[src/rtl/id_allocator.sv]
// Transaction-ID allocator: FIFO free list (oldest-freed reused first) with optional
// illegal-free detection enabled by the ID_ALLOCATOR_DOUBLE_FREE_CHECK_EN macro.
module id_allocator #(
    parameter int ID_WIDTH  = 4,
    parameter int NUM_IDS   = 2**ID_WIDTH,
    parameter int CNT_WIDTH = $clog2(NUM_IDS+1)
) (
    input  logic                 clk_i,
    input  logic                 rst_i,
    input  logic                 alloc_req_i,
    output logic                 alloc_gnt_o,
    output logic [ID_WIDTH-1:0]  alloc_id_o,
    input  logic                 free_req_i,
    input  logic [ID_WIDTH-1:0]  free_id_i,
    output logic                 free_gnt_o,
    output logic [CNT_WIDTH-1:0] used_cnt_o,
    output logic                 full_o,
    output logic                 empty_o,
    output logic                 err_o
);

    localparam int PTR_W = (NUM_IDS > 1) ? $clog2(NUM_IDS) : 1;
    localparam logic [PTR_W-1:0]     LAST_PTR = PTR_W'(NUM_IDS-1);
    localparam logic [CNT_WIDTH-1:0] FULL_CNT = CNT_WIDTH'(NUM_IDS);

    logic [ID_WIDTH-1:0]  fifo_mem [NUM_IDS];
    logic [PTR_W-1:0]     head_q;
    logic [PTR_W-1:0]     tail_q;
    logic [CNT_WIDTH-1:0] free_cnt_q;
    logic                 alloc_fire;
    logic                 push_en;
    logic                 err_q;

    function automatic logic [PTR_W-1:0] next_ptr(input logic [PTR_W-1:0] ptr);
        return (ptr == LAST_PTR) ? '0 : ptr + 1'b1;
    endfunction

    // Handshakes: an alloc transfers when alloc_req_i && alloc_gnt_o, where the grant
    // and alloc_id_o come from registered state only; a free is always accepted
    // (free_gnt_o = 1) and transfers whenever free_req_i is high.
    assign alloc_gnt_o = (free_cnt_q != '0);
    assign alloc_id_o  = fifo_mem[head_q];
    assign alloc_fire  = alloc_req_i && alloc_gnt_o;
    assign free_gnt_o  = 1'b1;

`ifdef ID_ALLOCATOR_DOUBLE_FREE_CHECK_EN
    localparam logic [ID_WIDTH:0] ID_LIMIT = (ID_WIDTH+1)'(NUM_IDS);

    logic [2**ID_WIDTH-1:0] in_use_q;
    logic                   id_in_range;

    // The ID granted this cycle still reads as free, so a same-cycle free of it is rejected.
    assign id_in_range = ({1'b0, free_id_i} < ID_LIMIT);
    assign push_en     = free_req_i && id_in_range && in_use_q[free_id_i];

    always_ff @(posedge clk_i) begin
        if (rst_i) begin
            in_use_q <= '0;
            err_q    <= 1'b0;
        end else begin
            if (alloc_fire) begin
                in_use_q[alloc_id_o] <= 1'b1;
            end
            if (push_en) begin
                in_use_q[free_id_i] <= 1'b0;
            end
            err_q <= free_req_i && !push_en;
        end
    end
`else
    // Caller guarantees legal frees; only keep the free count from overflowing.
    assign push_en = free_req_i && (free_cnt_q != FULL_CNT);
    assign err_q   = 1'b0;
`endif

    always_ff @(posedge clk_i) begin
        if (rst_i) begin
            for (int k = 0; k < NUM_IDS; k++) begin
                fifo_mem[k] <= ID_WIDTH'(k);
            end
            head_q     <= '0;
            tail_q     <= '0;
            free_cnt_q <= FULL_CNT;
        end else begin
            if (push_en) begin
                fifo_mem[tail_q] <= free_id_i;
                tail_q           <= next_ptr(tail_q);
            end
            if (alloc_fire) begin
                head_q <= next_ptr(head_q);
            end
            case ({push_en, alloc_fire})
                2'b10:   free_cnt_q <= free_cnt_q + 1'b1;
                2'b01:   free_cnt_q <= free_cnt_q - 1'b1;
                default: free_cnt_q <= free_cnt_q;
            endcase
        end
    end

    assign used_cnt_o = FULL_CNT - free_cnt_q;
    assign full_o     = (free_cnt_q == '0);
    assign empty_o    = (free_cnt_q == FULL_CNT);
    assign err_o      = err_q;

endmodule

[config.mk]
export PLATFORM = sky130hd
export DESIGN_NAME = id_allocator
export DESIGN_NICKNAME = d
export VERILOG_FILES = /design/src/rtl/id_allocator.sv
export SDC_FILE = /design/constraint.sdc
export NUM_CORES = 1
export LEC_CHECK = 0
export ABC_AREA = 1
export BUFFER_PORTS_ARGS = -buffer_cell sky130_fd_sc_hd__buf_4
export CAP_MARGIN = 25
export CELL_PAD_IN_SITES_DETAIL_PLACEMENT = 1
export CELL_PAD_IN_SITES_GLOBAL_PLACEMENT = 2
export CORE_UTILIZATION = 29
export DETAILED_ROUTE_END_ITERATION = 16
export GPL_TIMING_DRIVEN = 0
export PLACE_DENSITY = 0.69
export SETUP_SLACK_MARGIN = 0.3
export SLEW_MARGIN = 40
export SYNTH_ARGS = -nofsm -noshare
export SYNTH_HDL_FRONTEND = slang
export SYNTH_SLANG_ARGS = --single-unit
[constraint.sdc]
create_clock -name clk_i -period 7.5 [get_ports clk_i]
set_input_delay 0.375 -clock clk_i [delete_from_list [all_inputs] [get_ports clk_i]]
set_output_delay 0.375 -clock clk_i [all_outputs]
set_load 0.01 [all_outputs]
-- After elaboration in Yosys (flattened, before gate mapping)
Memory sizes are Yosys's and may differ from the RTL's. A register that Yosys moved wholly into a read port is not among the register bits.
Index checks and enable logic that the tools add are counted.
- ROM bits: 0
- RAM bits: 64
- logic and storage cells: 34
- bits in latches: 0
- bits of input ports: 8
- output and inout port bits: 14
- memories kept: 1
- flip-flop bits (word level): 13
- reduce and logical (&&, ||, !) cells: 6
- eq/ne operators: 6
- order comparisons: 0
- bitwise gates (word level): 0
- divide/modulo/power cells: 0
- muxes and demuxes: 13
- add/sub/neg operators: 5
- multipliers: 0
- shift operators: 0
- memory list (name ; words ; width ; read ports ; clocked after memory_dff ; wr ports ; line ; source):
    fifo_mem ; 16 ; 4 ; 1 ; 1 ; 16 ; 26 ; logic [ID_WIDTH-1:0] fifo_mem [NUM_IDS];
- operators with widths (cell ; number):
    4-bit 2-to-1 mux ; 6
    5-bit one-hot mux with 2 select lines ; 1
    4-bit by 1-bit adder with 4-bit output, second input constant ; 2
    4-bit equality test, second input constant ; 2
    1-bit 2-to-1 mux ; 6
    5-bit by 1-bit adder with 5-bit output, second input constant ; 1
    5-bit equality test, second input constant ; 1
    5-bit zero test ; 1
    5-bit inequality test, second input constant ; 1
    5-bit nonzero test ; 1
    5-bit by 1-bit subtractor with 5-bit output, second input constant ; 1
    5-bit subtractor, first input constant ; 1
    4-bit OR reduction ; 1
    2-bit by 1-bit equality test with 1-bit output, second input constant ; 1
    2-bit equality test, second input constant ; 1
    1-bit logical AND ; 2
    2-bit nonzero test ; 1

-- Longest topological paths before layout
Gate-level depths: netlist (run 1).
- depth in word-level cells: 7
- gate-level depth with buffers: 19
- depth with buffers taken out: 18

-- Worst setup path after synthesis (run 1)
Ideal clock, no wire load.
- path kind: flip-flop to flip-flop
- start: register free_cnt_q[0]
- end: register free_cnt_q[2]
- data arrival time: 2.484 ns
- data required time: 7.385 ns
- stages on the path, launching flop included: 17
- slack: 4.901 ns
- buffers on the path: 1
- clock period less this slack: 2.599 ns
- library setup time: 0.115 ns
- cell sequence: dfxtp_1 inv_1 ha_1 nand2_1 nor2_1 ha_1 nor2_1 ha_1 buf_2 nand2_1 inv_1 nor2_1 ha_1 a21o_1 xnor2_1 o21ai_0 inv_1
- longest elaborated chain between the ends: 4
- elaborated cells on any way between the ends: 10
- classes of those cells: add/sub: 2; eq/ne: 3; mux: 1; reduce/logical: 4
- RTL lines (what ; line ; source):
    from (decl) ; 29 ; logic [CNT_WIDTH-1:0] free_cnt_q;
    from (signal assigned) ; 93 ; 2'b10: free_cnt_q <= free_cnt_q + 1'b1;
    from (signal assigned) ; 94 ; 2'b01: free_cnt_q <= free_cnt_q - 1'b1;
    from (signal assigned) ; 95 ; default: free_cnt_q <= free_cnt_q;
    parallel branches: the longest is 4 deep, another holds 5-bit by 1-bit subtractor with 5-bit output ; n/a ;
Several ways; the timed one is not identified.
A chain may end at the register's enable or synchronous reset.

-- Final worst setup path (run 1)
Ends and elaborated chain as after synthesis.

==> impl_metrics.tcl, run 1 <==
set metrics [dict create \
    antenna_found_initial 0 \
    cts.clk_slew.worst_paths_ps 60 \
    tns_ps 0 \
    crit_fanout 7 \
    holdWs_ps 324.6 \
    wl_um 10830 \
    portBuffers 19 \
    nFillCells 1595 \
    worst_pin_slew_ps 785.8 \
    syn_area_per_cell_um2 8.880 \
    swShare 0.3370 \
    core_um2 13830 \
    p_sw_w 0.0004793 \
    grt_pass1_wl_um 17660 \
    post_drt_wl_per_cell_um 15.99 \
    antenna_cells 0 \
    start_kind "flip-flop" \
    clk-insertion-delay-late_ps 340 \
    grt_setup_unrepaired "false" \
    grt_usage 0.1665 \
    syn_inst 462 \
    hold_violations 0 \
    min_path_type "in2reg" \
    dieArea_um2 14630 \
    combPwrFrac 0.322 \
    drt_iter0_drc 219 \
    power.internal_w 0.0009431 \
    cts_resized 0 \
    peakVddDrop_uv 189.4 \
    required_ps 7730 \
    p_seq_frac 0.388 \
    cts_max_level 3 \
    post-route-period-util 0.4034 \
    ctsHoldBuffers 0 \
    end_kind "flip-flop" \
    dr_total_vias 3085 \
    slew_viol_final 0 \
    clock-sinks 81 \
    via_per_inst 4.557 \
    grt_pass1_vias 3269 \
    pwr-share-clk 0.290 \
    syn-cell-area_um2 4103 \
    cellLeakagePower_nw 1.964 \
    synth.distinct_cells 25 \
    setup_violations 0 \
    crit_type "reg2reg" \
    cts_tree "done" \
    cts_made_buffers 9 \
    dp_slack_ps 4472 \
    dp_hpwl_um 8321 \
    relSlewSlack 0.4761 \
    drc 0 \
    io_pins 22 \
    cts_buffer_depth 2 \
    fin_ws_ps 4475 \
    die_y_um 120.9 \
    post_cts_buffers 0 \
    firstDrtPassIters 5 \
    syn_nets 481 \
    p_per_area_nw_per_um2 299.9 \
    max_freq_mhz 330.6 \
    start_util 0.2967 \
    fin_crit_ps 3025 \
    synth_area_leaders "edfxtp_1 47%, dfxtp_1 8.3%, nand2_1 8.1%" \
    maxCapViolCount 0 \
    gp_congestion 0.8264 \
    grt_start_max_net_pins 13 \
    dpl_cell_area_um2 4471 \
    synth_top_area_cell "edfxtp_1" \
    grt_overflow 0 \
    cts_root_buffer "clkbuf_16" \
    skew_ps 7.376 \
    die_w_um 120.9 \
    fin_area_um2 4743 \
    area_growth_syn_to_layout_pct 15.61 \
    status "complete, no violations" \
    finalPower_w 0.001422 \
    ys_ff_latch 81 \
    row_count 43 \
    synth_warnings 0 \
    yosysSeqAreaShare 0.5514 \
    drive_gt1_frac 0.1348 \
    nNetsFinal 511 \
    final_antenna_net_count 0 \
    synth_top_cell_area_share 0.4684 \
    arrival_ps 3260 \
]
flip-flops by register name (all words and copies together), names as in the netlist, named ones only:
signal,cells
fifo_mem,64
free_cnt_q,5
head_q,4
tail_q,4
cell usage after synthesis (all sizes together):
| cell type | number |
|---|---|
| buf | 10 |
| nand4 | 2 |
| o211ai | 16 |
| nor3 | 1 |
| conb | 2 |
| dfxtp | 17 |
| xor2 | 4 |
| o21ai | 26 |
| nand3 | 34 |
| a21o | 1 |
| inv | 82 |
| ha | 11 |
| a21oi | 24 |
| nor2 | 62 |
| clkbuf | 11 |
| nand2 | 91 |
| edfxtp | 64 |
| xnor2 | 4 |
placed cells by master (no fill, tap or decap):
master,instances
nor2_2,9
nand4_1,2
nor2_4,3
xnor2_1,4
ha_1,11
inv_2,12
conb_1,2
edfxtp_1,64
clkbuf_1,17
nor3_1,1
nor2_1,49
xor2_1,4
o21ai_0,26
a21o_1,1
nand2_4,2
nand2_2,1
nand3_1,34
buf_4,22
inv_1,70
buf_2,7
o211ai_1,16
nand2_1,88
nor2_8,1
dfxtp_1,17
clkbuf_16,10
a21oi_1,24
power groups by stage:
stage | combinational (W) | clock, W | sequential [W]
3_5_place_dp | 0.000466 | 0 | 0.000561
5_1_grt | 0.000518 | 0.000438 | 0.000555
6_report | 0.000459 | 0.000413 | 0.000551
3_3_place_gp | 0.000460 | 0 | 0.000560
2_1_floorplan | 0.000301 | 0 | 0.000551
4_1_cts | 0.000470 | 0.000423 | 0.000551
path summary, 6_finish.rpt:
path / slack [ps] / end / depth (start not counted) / start
hold reg to reg: 480 / head_q[2] / 2 / head_q[2]
setup reg to reg: 4470 / free_cnt_q[2] / 16 / free_cnt_q[0]
setup / recovery: 4470 / free_cnt_q[2] / 16 / free_cnt_q[0]
hold / removal: 320 / free_cnt_q[4] / 3 / rst_i
cell type report:
cell class                 instances  area [um^2]  area share
clock buffer                      16        272.8     0.05750
tap                              180        225.2     0.04748
timing repair buffer              19        142.6     0.03007
sequential                        81         2262      0.4769
buffer                            21        98.84     0.02084
multi-input combinational        278         1434      0.3023
inverter                          82        307.8     0.06489
worst max-delay path, stage by stage (launching register included):
cell     delay (ps)
dfxtp_1         410
inv_1           110
ha_1            240
nand2_1          80
nor2_1           60
ha_1            230
nor2_1          420
ha_1            230
buf_2           190
nand2_1         100
inv_1            80
nor2_1           50
ha_1            170
a21o_1          180
xnor2_1         130
o21ai_0         170
inv_1            60
logic make-up after synthesis:
kind of cell	count (synthesis)	synth area share
buffers and inverters	103	0.09911
adders and majority gates	11	0.03355
other	2	0.001831
AOI/OAI and AO/OA	67	0.09210
DFF	81	0.5514
xor gates and xnor gates	8	0.01708
and+or+nand+nor	190	0.2049
metrics by stage:
stage | utilization | cells
floorplan | - | 462
global placement | 0.3233 | 661
finish | 0.3430 | 677
CTS | 0.3430 | 677
detailed placement | 0.3233 | 661
global route | 0.3430 | 677
layer usage:
layer	track usage	routed length, um	vias to the layer above
met1	0.2072	5014	1476
met4	0.08719	290	0
li1	-	-	1548
met3	0.03148	334	18
met5	0	0	-
met2	0.2732	5187	43
Note: power is estimated with default switching activity, not from simulation.
==> inputs of run 2 (changes only) <==
- clock period: 7.5 -> 3.1 ns (I/O delays scaled with it)
==> run 2 against run 1 <==
Sequential share of layout area is 0.54 points lower. Maximum frequency is 15% higher. Setup slack worse by 4000 ps. Non-clock buffer count is 5 higher. Critical path type unchanged. Core utilization is 0.43 points higher. Design area is 1.3% higher. Sequential power is 140% higher. Flip-flop and latch count stayed put. Worst hold slack worse by 220 ps. Global-route usage hardly changed. Register-to-register slack worse by 4000 ps.
==> impl_metrics.tcl, run 2 (synthesized netlist as in run 1, its figures left out) <==
set metrics [dict create \
    firstDrtPassIters 4 \
    combPwrFrac 0.335 \
    cts_root_buffer "clkbuf_16" \
    max_freq_mhz 381.6 \
    dp_hpwl_um 8321 \
    cp_slowest_cell "dfxtp_2" \
    dpl_cell_area_um2 4471 \
    post_drt_wl_per_cell_um 16.01 \
    holdWs_ps 106.6 \
    final_util 0.3474 \
    end_kind "flip-flop" \
    dp_slack_ps 71.98 \
    ctsHoldBuffers 0 \
    via_per_inst 4.534 \
    min_path_type "in2reg" \
    grt_overflow 0 \
    worst_pin_slew_ps 763.5 \
    nNetsFinal 516 \
    rr_worst_depth 17 \
    tns_ps 0 \
    final_common_cell "nand2_1" \
    peakVddDrop_uv 490.3 \
    fin_ws_ps 479.2 \
    core_um2 13830 \
    p_sw_w 0.001182 \
    io_pins 22 \
    clock-sinks 81 \
    multi_input_area_um2 1449 \
    regArea_um2 2265 \
    die_w_um 120.9 \
    crit_type "reg2reg" \
    row_count 43 \
    worstPathCellList "inv_1 > ha_1 > nand2_1 > nor2_2 > ha_2 > nor2_4 > inv_4 > ha_1 > clkbuf_4 > nand2_1 > inv_1 > nor2_2 > ha_1 > a21o_1 > xnor2_1 > o21ai_1 > inv_1" \
    p_seq_frac 0.381 \
    fin_area_um2 4803 \
    hold_depth 3 \
    holdCritStartpoint "rst_i" \
    skew_ps 8.076 \
    dieArea_um2 14630 \
    dr.max_layer_used "met4" \
    nFillCells 1598 \
    reg2reg_to "free_cnt_q[2]" \
    reg_top3 "fifo_mem (64), free_cnt_q (5)" \
    area_growth_syn_to_layout_pct 17.08 \
    slew_viol_final 0 \
    portBuffers 19 \
    antenna_cells 0 \
    cts_buffer_depth 2 \
    hold-path-endpoint "free_cnt_q[4]" \
    drive_gt1_frac 0.1554 \
    swShare 0.3368 \
    final_cell_mix "88 x nand2_1, 70 x inv_1, 64 x edfxtp_1" \
    arrival_ps 2860 \
    start_kind "flip-flop" \
    grt_start_max_net_pins 13 \
    wl_met2_um 5237 \
    die_y_um 120.9 \
    grt_pass1_wl_um 17680 \
    gp_congestion 0.8264 \
    cts.clk_slew.worst_paths_ps 60 \
    final_antenna_net_count 0 \
    antenna_found_initial 0 \
    cp_slowest_stage_delay_ps 330 \
    hold_violations 0 \
    grt_pass1_vias 3280 \
    fin_crit_ps 2621 \
    pwr-share-clk 0.284 \
    grt_usage 0.1667 \
    top_register "fifo_mem" \
    wl_um 10920 \
    cts_max_level 3 \
    p_per_area_nw_per_um2 730.6 \
    maxCapViolCount 0 \
    post-route-period-util 0.8454 \
    status "complete, no violations" \
    rr_startpoint "free_cnt_q[1]" \
    wl_met3_um 311 \
    crit_fanout 7 \
    grt_setup_unrepaired "true" \
    start_util 0.2967 \
    setup_violations 0 \
    drt_iter0_drc 191 \
    cellLeakagePower_nw 1.989 \
    dr_total_vias 3092 \
    cts_tree "done" \
    cts_made_buffers 9 \
    rrSetupSlack_ps 480 \
    m1WireLength_um 5076 \
    power.internal_w 0.002327 \
    drc 0 \
    largest_reg_flops 64 \
    clk-insertion-delay-late_ps 340 \
    required_ps 3340 \
    relSlewSlack 0.4910 \
]
## run 2: changes by cell type in the layout (fill, tap and decap cells not counted), moves of 2 or more
cell,change
dfxtp_1,-2
dfxtp_2,+2
nor2_1,-3
nor2_2,+2
buf_4,+5
## run 2: layout make-up
type                    instances  share of cell area
clock buffers                  16             0.05679
multi-input cells             278              0.3016
inverters                      82             0.06460
well taps                     180             0.04689
plain buffers                  21             0.02110
flip-flops and latches         81              0.4715
repair buffers                 24             0.03751
## run 2: metrics by stage
stage	total power, W	cells
6_report	0.003509	682
5_1_grt	0.003723	682
4_1_cts	0.003509	677
3_5_place_dp	0.002485	661
3_3_place_gp	0.002468	661
2_1_floorplan	0.002061	462
## run 2: routing by layer
metal  vias up  global-route usage
li1       1559                   -
met5         -                   0
met4         0             0.08719
met3        18             0.03148
met2        38              0.2743
met1      1477              0.2069
## run 2: how the worst max path moves through the flow
| stage | startpoint | slack [ps] | depth (start not counted) | end |
|---|---|---|---|---|
| 2_1_floorplan | free_cnt_q[0] | 500 | 16 | free_cnt_q[2] |
| 3_3_place_gp | free_cnt_q[0] | 150 | 16 | free_cnt_q[2] |
| 3_5_place_dp | free_cnt_q[0] | 70 | 16 | free_cnt_q[2] |
| 4_1_cts | free_cnt_q[1] | 310 | 17 | free_cnt_q[2] |
| 5_1_grt | free_cnt_q[1] | 300 | 17 | free_cnt_q[2] |
| 6_report | free_cnt_q[1] | 480 | 17 | free_cnt_q[2] |
## run 2: worst max-delay path, delay by kind of cell (launching register included)
| kind | cells | cell delay [ps] |
|---|---|---|
| adder cells (fa/ha/maj) | 4 | 780 |
| buffers and inverters | 5 | 530 |
| AND/OR/NAND/NOR | 5 | 400 |
| flip-flops | 1 | 330 |
| AO/OA/AOI/OAI | 2 | 320 |
| XOR/XNOR | 1 | 140 |
## run 2: repair_timing
action,CTS,global route
endpoints found under the setup margin,3,2
buffers inserted,0,5
gates cloned,0,0
resized for setup,5,5
pin swaps,1,2
## run 2: power by group through the flow
stage / clock (W) / sequential, W / combinational (W)
2_1_floorplan: 0 / 0.00133 / 0.000729
4_1_cts: 0.00102 / 0.00134 / 0.00115
6_report: 0.000997 / 0.00134 / 0.00117
3_5_place_dp: 0 / 0.00136 / 0.00113
3_3_place_gp: 0 / 0.00136 / 0.00111
5_1_grt: 0.00106 / 0.00135 / 0.00132
==> inputs of run 3 (changes only) <==
- PLACE_DENSITY: 0.69 -> 0.71
- clock period: 3.1 -> 2.2 ns (I/O delays scaled with it)
==> run 3 against run 2 <==
The flow now finishes with violations (negative setup slack). Critical path type unchanged. Sequential share of layout area decreased by 7.9 points. Highest routed layer unchanged. Sequential power increased by 42%. Core utilization increased by 7.1 points.
==> impl_metrics.tcl, run 3 (synthesized netlist as in run 1, its figures left out) <==
set metrics [dict create \
    status "complete, but fails checks" \
    violations "negative setup slack" \
    maxCapViolCount 0 \
    grt_pass1_vias 3443 \
    fin_ws_ps -75.06 \
    largest_reg_flops 64 \
    grt_setup_unrepaired "true" \
    m1WireLength_um 5382 \
    relSlewSlack 0.4410 \
    cts_tree "done" \
    cts_root_buffer "clkbuf_16" \
    crit_fanout 5 \
    post_drt_wl_per_cell_um 17.17 \
    cp_slowest_cell "dfxtp_4" \
    wl_met2_um 6297 \
    cts_made_buffers 9 \
    start_kind "flip-flop" \
    end_kind "flip-flop" \
    grt_start_max_net_pins 14 \
    hold_violations 0 \
    post-route-period-util 1.034 \
    min_path_type "in2reg" \
    cts_buffer_depth 2 \
    dp_hpwl_um 8509 \
    final_common_cell "edfxtp_1" \
    fin_crit_ps 2275 \
    start_util 0.2967 \
    io_pins 22 \
    cp_slowest_stage_delay_ps 360 \
    final_antenna_net_count 0 \
    drt_iter0_drc 148 \
    dr.max_layer_used "met4" \
    p_per_area_nw_per_um2 1026 \
    reg_top3 "fifo_mem (64), free_cnt_q (5)" \
    row_count 43 \
    nFillCells 1544 \
    crit_type "reg2reg" \
    drc 0 \
    final_cell_mix "64 x edfxtp_1, 63 x inv_1, 62 x nand2_1" \
    die_y_um 120.9 \
    nNetsFinal 551 \
    multi_input_area_um2 1956 \
    firstDrtPassIters 4 \
    cellLeakagePower_nw 2.301 \
    numPlacedInstances 661 \
    top_register "fifo_mem" \
    die_w_um 120.9 \
    regArea_um2 2271 \
    worst_pin_slew_ps 838.6 \
    setup_violations 60 \
    max_freq_mhz 439.5 \
    area_growth_syn_to_layout_pct 40.96 \
    clk-insertion-delay-late_ps 350 \
    drive_gt1_frac 0.3650 \
    antenna_cells 0 \
    cp_common_cell "nor2_4" \
    required_ps 2250 \
    gp_congestion 0.8343 \
    wl_met3_um 306 \
    core_um2 13830 \
    cts.clk_slew.worst_paths_ps 60 \
    slew_viol_final 0 \
    wl_um 12310 \
    via_per_inst 4.656 \
    cts_max_level 3 \
    fin_area_um2 5783 \
    dr_total_vias 3338 \
    peakVddDrop_uv 626.2 \
    clock-sinks 81 \
    dpl_cell_area_um2 4557 \
    antenna_found_initial 0 \
    grt_overflow 0 \
    grt_pass1_wl_um 18600 \
    fin_cells 717 \
    dieArea_um2 14630 \
    skew_ps 7.215 \
    worstPathCellList "inv_4 > ha_4 > nand2_4 > nor2_4 > ha_4 > nor2_4 > inv_4 > buf_4 > buf_8 > nor2_8 > nand2_8 > nor2_4 > inv_2 > nand2_4" \
    grt_usage 0.1760 \
    arrival_ps 2330 \
    portBuffers 19 \
]
[run 3: area by class of cell]
cell class,count,share of cell area
Multi-Input combinational cell,278,0.3382
Sequential cell,81,0.3927
Clock buffer,10,0.04132
Timing Repair Buffer,59,0.08957
Tap cell,180,0.03894
Inverter,82,0.05885
Buffer,21,0.02640
Clock inverter,6,0.01406
[run 3: critical path: cells and delay by family (launching register included)]
| kind | cells | cell delay [ps] |
|---|---|---|
| simple gates | 7 | 840 |
| fa+ha+maj | 2 | 340 |
| buf+inv | 5 | 430 |
| flops | 1 | 360 |
[run 3: worst paths after layout]
| kind | start | cells past startpoint | slack, ps | endpoint |
|---|---|---|---|---|
| worst max-delay path | free_cnt_q[1] | 14 | -80 | fifo_mem[13][2] |
| worst min-delay path | rst_i | 3 | 80 | free_cnt_q[4] |
| worst min register to register | head_q[2] | 2 | 490 | head_q[2] |
| worst max register to register | free_cnt_q[1] | 14 | -80 | fifo_mem[13][2] |
[run 3: repair_timing]
item | CTS | global route
setup buffers | 26 | 14
gates resized for setup | 93 | 82
setup endpoints to repair | 132 | 136
hold buffers | 0 | 0
pin swaps | 20 | 16
[run 3: power breakdown]
| group | internal, W | leakage [nW] | switching (W) |
|---|---|---|---|
| Sequential | 0.00179 | 0.689 | 0.000117 |
| Clock | 0.00102 | 0.156 | 0.000614 |
| Combinational | 0.00109 | 1.46 | 0.00131 |
| Total | 0.00389 | 2.30 | 0.00204 |
[run 3: metrics by stage]
stage	worst slack [ps]	total power (W)	TNS, ps	hold WS [ps]	util
after CTS	-45.64	0.005751	-95.33	68.50	0.3921
after global placement	-217.1	0.003577	-415.9	421.1	0.3296
after floorplan	-16.29	0.003022	-23.44	205.8	-
after detailed placement	-284.4	0.003624	-637.7	423.5	0.3296
after global routing	-166.1	0.006224	-7523	91.77	0.4182
final	-75.06	0.005932	-1639	82.18	0.4182
[run 3: metal layers]
layer / up-vias / track usage
met4: 0 / 0.07716
met2: 42 / 0.3039
met5: - / 0
met1: 1642 / 0.2101
met3: 19 / 0.03665
li1: 1635 / -
